[src/rtl/block_ram_mp.sv]
// Multi-read-port block RAM: one byte-enabled write port, NrReadPorts synchronous read ports
// with write bypass, and a clear sequencer. Define BLOCK_RAM_MP_OUTREG_EN for a 2-stage read.
module block_ram_mp #(
   parameter int unsigned          DataBits    = 32,
   parameter int unsigned          NrEntries   = 32,
   parameter int unsigned          NrReadPorts = 2,
   parameter logic [DataBits-1:0]  ClearValue  = '0,
   localparam int unsigned         AddrBits    = (NrEntries > 1) ? $clog2(NrEntries) : 1
) (
   input  logic                            clk_i,
   input  logic                            rst_ni,
   input  logic                            clear_req_i,
   output logic                            busy_o,
   input  logic [NrReadPorts*AddrBits-1:0] rd_addr_i,
   output logic [NrReadPorts*DataBits-1:0] rd_data_o,
   input  logic                            wr_en_i,
   input  logic [AddrBits-1:0]             wr_addr_i,
   input  logic [DataBits/8-1:0]           wr_be_i,
   input  logic [DataBits-1:0]             wr_data_i
);

   localparam logic [AddrBits-1:0] LastAddr = AddrBits'(NrEntries - 1);

   typedef enum logic {StIdle, StClear} state_e;

   state_e              state_q, state_d;
   logic [AddrBits-1:0] cnt_q, cnt_d;
   logic [DataBits-1:0] mem_q [NrEntries];
   logic [DataBits-1:0] wr_old, wr_merged;
   logic                clearing, wr_ok;

   assign clearing = (state_q == StClear);
   assign busy_o   = clearing;
   assign wr_ok    = !clearing && wr_en_i && (32'(wr_addr_i) < NrEntries);

   always_comb begin
      state_d = state_q;
      cnt_d   = cnt_q;
      unique case (state_q)
         StIdle: begin
            if (clear_req_i) begin
               state_d = StClear;
               cnt_d   = '0;
            end
         end
         StClear: begin
            if (cnt_q == LastAddr) begin
               state_d = StIdle;
               cnt_d   = '0;
            end else begin
               cnt_d = cnt_q + 1'b1;
            end
         end
         default: state_d = StIdle;
      endcase
   end

   always_ff @(posedge clk_i or negedge rst_ni) begin
      if (!rst_ni) begin
         state_q <= StClear;
         cnt_q   <= '0;
      end else begin
         state_q <= state_d;
         cnt_q   <= cnt_d;
      end
   end

   // Merged word is the post-write contents; shared by the array write and every bypass path.
   always_comb begin
      wr_old    = mem_q[wr_addr_i];
      wr_merged = wr_old;
      for (int unsigned b = 0; b < DataBits / 8; b++) begin
         if (wr_be_i[b]) wr_merged[8*b +: 8] = wr_data_i[8*b +: 8];
      end
   end

   always_ff @(posedge clk_i) begin
      if (clearing) begin
         mem_q[cnt_q] <= ClearValue;
      end else if (wr_ok) begin
         mem_q[wr_addr_i] <= wr_merged;
      end
   end

   for (genvar p = 0; p < NrReadPorts; p++) begin : g_port
      logic [AddrBits-1:0] addr;
      logic [DataBits-1:0] rd_d, rd_q;

      assign addr = rd_addr_i[p*AddrBits +: AddrBits];

      always_comb begin
         rd_d = ClearValue;
         if (!clearing && (32'(addr) < NrEntries)) begin
            rd_d = (wr_ok && (addr == wr_addr_i)) ? wr_merged : mem_q[addr];
         end
      end

      always_ff @(posedge clk_i or negedge rst_ni) begin
         if (!rst_ni) begin
            rd_q <= ClearValue;
         end else begin
            rd_q <= rd_d;
         end
      end

`ifdef BLOCK_RAM_MP_OUTREG_EN
      logic [DataBits-1:0] rd2_q;

      always_ff @(posedge clk_i or negedge rst_ni) begin
         if (!rst_ni) begin
            rd2_q <= ClearValue;
         end else begin
            rd2_q <= rd_q;
         end
      end

      assign rd_data_o[p*DataBits +: DataBits] = rd2_q;
`else
      assign rd_data_o[p*DataBits +: DataBits] = rd_q;
`endif
   end

endmodule

[config.mk]
export PLATFORM = sky130hd
export DESIGN_NAME = block_ram_mp
export DESIGN_NICKNAME = d
export VERILOG_FILES = /design/src/rtl/block_ram_mp.sv
export SDC_FILE = /design/constraint.sdc
export NUM_CORES = 2
export LEC_CHECK = 0
export BUFFER_PORTS_ARGS = -buffer_cell sky130_fd_sc_hd__clkbuf_2
export CAP_MARGIN = 20
export CORE_ASPECT_RATIO = 1.4
export CORE_MARGIN = 5
export CORE_UTILIZATION = 50
export DETAILED_ROUTE_END_ITERATION = 16
export PLACE_DENSITY = 0.7
export SETUP_SLACK_MARGIN = 0.4
export SLEW_MARGIN = 30
export SYNTH_ARGS = -nofsm -noshare
export SYNTH_HDL_FRONTEND = slang
export SYNTH_SLANG_ARGS = --single-unit
[constraint.sdc]
create_clock -name clk_i -period 4.4 [get_ports clk_i]
set_clock_uncertainty 0.2 [all_clocks]
set_input_delay 0.44 -clock clk_i [delete_from_list [all_inputs] [get_ports clk_i]]
set_output_delay 0.44 -clock clk_i [all_outputs]
set_load 0.01 [all_outputs]
==> key figures <==
Pwr
  – Lkg Pwr: 23.09 nW
  – Max rail drop VDD: 0.3049 mV
  – Power per cell area: 443.1 nW/µm²

Clock tree
  – Hold_buf cts: 30
  – Clk buf depth: 3
  – CTS root buf: clkbuf_16
  – CTS tree: yes
  – Clk Latency, worst-skew pair: 720 ps
  – CTS H-tree lvls: 3
  – Number of CTS-inserted buffers: 100
  – Setup Fix Bufs, Post-CTS: 0
  – Sink Count: ~1100
  – Post_cts resized: 0
  – Clock Pin Slew Worst Setup and Hold Paths: 60 ps

Drt
  – 1st-pass router iterations: 6
  – Detailed Route WL: 205.8 mm
  – Number of antenna-violating nets in the routed design: 0
  – # DRC: 0
  – Vias per cell: 7.383
  – Initial DRC count: 5588
  – Via count: 40590
  – Routed WL per cell: 37.43 µm

Worst setup path
  – Critical path startpoint category: flop
  – Worst-path maximum fanout: 28
  – Worst EP arrival: 4550 ps
  – Reg2reg setup slack: 280 ps
  – Worst setup EP type: flop
  – Crit Path Category: flop to flop
  – Critical Path RT: slightly below 5000 ps

Synthesis
  – Synth Register Bits: 1094
  – Cells after Synth: 3715
  – Register area share after synthesis: 54.77%
  – Ys flop type: edfxtp_1
  – Ys async rst share: 6.399%
  – Syn nets: 3772
  – Area contributors post-synth: edfxtp_1 52%, mux4_2 19%, mux2i_1 11%
  – Top cell type's share of synthesized area: about half
  – Warnings, synthesis: 0
  – EDFF count, synth: between 1000 and 1500
  – Mapped Area: 59340 µm²
  – Syn_area_per_cell: 15.97 µm²
  – Leading area contributor after synthesis: edfxtp_1
  – Synth unique cells: 49

Floorplanning
  – DIE AREA: 125800 µm²
  – Std-Cell Rows: 149
  – Initial core utilization: between 50% and 60%
  – Die Ht: 417.6 µm
  – Number of I/O pins: 120
  – Core area: around 120000 µm²
  – DIE WIDTH: around 300 µm

Place
  – PortBufs: around 120
  – Worst slack, placed: 369.0 ps
  – Post-Place Cell Area: ~63000 µm²
  – Placer Congestion: 0.8966
  – DP Wirelength: ~120 mm

Global routing
  – Global-route wire length before repair: 291.4 mm
  – Initial antenna violation count: 3
  – GRT Resource Usage Total: 32.20%
  – Vias in the first global route: a little over 40000
  – GRT Residual Overflow: 0
  – Largest net degree at the start of global routing: 102

Finish
  – Final nets: a little under 4000
  – Layout Area Growth over Synthesis: 11.67%
  – Core Util, Final: 56.24%
  – Proportion of layout cells with a drive suffix above 1: 27.76%
  – Final instance area: approximately 66000 µm²

Run status
  – Outcome: finished clean

Job
  – Max-cap viol count: 0

STA
  – RSZ-0062 raised after global routing: no
  – Worst slew pin tran: 1202 ps
  – F_max: roughly 240 MHz
  – Slew Viols, Final: 0
  – Final period demand of the worst path: approximately 4100 ps
  – Slew headroom: 19.13%
  – Setup TNS: 0 ps
  – Setup ws final: ~280 ps
  – Hold Vio Cnt, Final: 0
  – Final Cycle Share: 93.73%
  – Final setup vio count: 0

Worst hold path
  – Hold crit path type: primary input to flop
## cell usage after synthesis (all sizes together) (2+ instances only)
cell        n
nand2      69
a22o       16
a31oi      35
xnor2       8
a211oi     31
mux4      502
a2111oi     2
nor4       56
o31a        4
o21ai      67
nor3       29
or2         2
xor2        4
mux2        4
buf       199
o32ai       2
a221oi     55
inv         7
a22oi     314
nand3      29
o31ai       2
dfrtp      69
ha          2
o22ai      44
edfxtp   1024
and2        6
mux2i     650
nand2b      7
nor2      103
a21oi     173
and3        5
clkbuf    149
nor2b      38
## cell type report
type / instances / area, µm²
fillers: 9061 / 51560
flip-flops and latches: 1094 / 32510
multi-input cells: 2266 / 25270
repair buffers: 356 / 3110
clock buffers: 132 / 2789
well taps: 1585 / 1983
clock inverters: 54 / 573.1
inverters: 7 / 26.28
diodes: 3 / 7.507
## critical path, cell delays in order (launching register included)
cell	delay, ps
dfstp_4	570
nand2b_4	300
nor3b_1	440
a21bo_2	690
buf_4	350
buf_4	180
o22ai_1	80
nor4_1	920
buf_4	270
## layer usage
metal  wire (µm)  vias up  track usage [%]
met3       24140      894            7.380
met2       97070     3176            51.69
met5          32        -                0
li1            -    15900                -
met1       66970    20610            39.12
met4       17540        4            21.54
## final timing paths
path	from	endpoint	cells past startpoint
hold reg to reg	cnt_q[3]	cnt_q[3]	2
min in group asynchronous	rst_ni	g_port[0].rd_q[20]	2
setup / recovery	busy_o	g_port[1].rd_q[2]	8
setup reg to reg	busy_o	g_port[1].rd_q[2]	8
max in group asynchronous	rst_ni	g_port[0].rd_q[3]	3
hold / removal	wr_data_i[8]	g_port[1].rd_q[8]	4
## placed cells by master, fill, tap and decap left out, types with 34 or more instances in the layout
master	n
nor2b_1	34
a22oi_1	314
nor2_1	62
nand2_1	65
a21oi_1	171
mux4_2	502
dfrtp_1	69
clkbuf_2	109
clkbuf_16	105
a221oi_1	55
mux2i_1	650
edfxtp_1	1024
o21ai_0	67
buf_4	163
nor2_4	36
o22ai_1	44
buf_12	47
## registers in the layout (all words and copies together) (netlist names)
| name | cells |
|---|---|
| cnt_q | 5 |
| mem_q | 1024 |
| g_port.rd_q | 64 |
| busy_o | 1 |
## where the power goes
group / total [mW] / switching (mW) / leakage, nW / internal (mW)
clock network: 9.05 / 3.94 / 1.64 / 5.11
registers: 13.8 / 0.735 / 10.5 / 13.0
logic: 6.54 / 4.20 / 11.0 / 2.34
## through the flow
stage	instances	hold slack (ps)	total power, mW
after global placement	5277	350.8	20.19
after CTS	5494	39.48	29.23
after floorplan	3715	-55.59	17.41
final	5497	82.38	29.36
after detailed placement	5278	338.1	20.31
after global routing	5494	69.84	30.12
## logic make-up (layout without fill, tap and decap cells)
kind of cell | count (synthesis) | in the layout | synth area share [%]
xor+xnor | 12 | 12 | 0.1771
compound gates | 748 | 748 | 8.477
flops | 1094 | 1094 | 54.77
simple gates | 348 | 348 | 3.121
other cells | 0 | 3 | 0
mux | 1156 | 1156 | 30.09
buf+inv | 355 | 549 | 3.315
fa+ha+maj | 2 | 2 | 0.04217
Power figures use the tool's default switching activity.
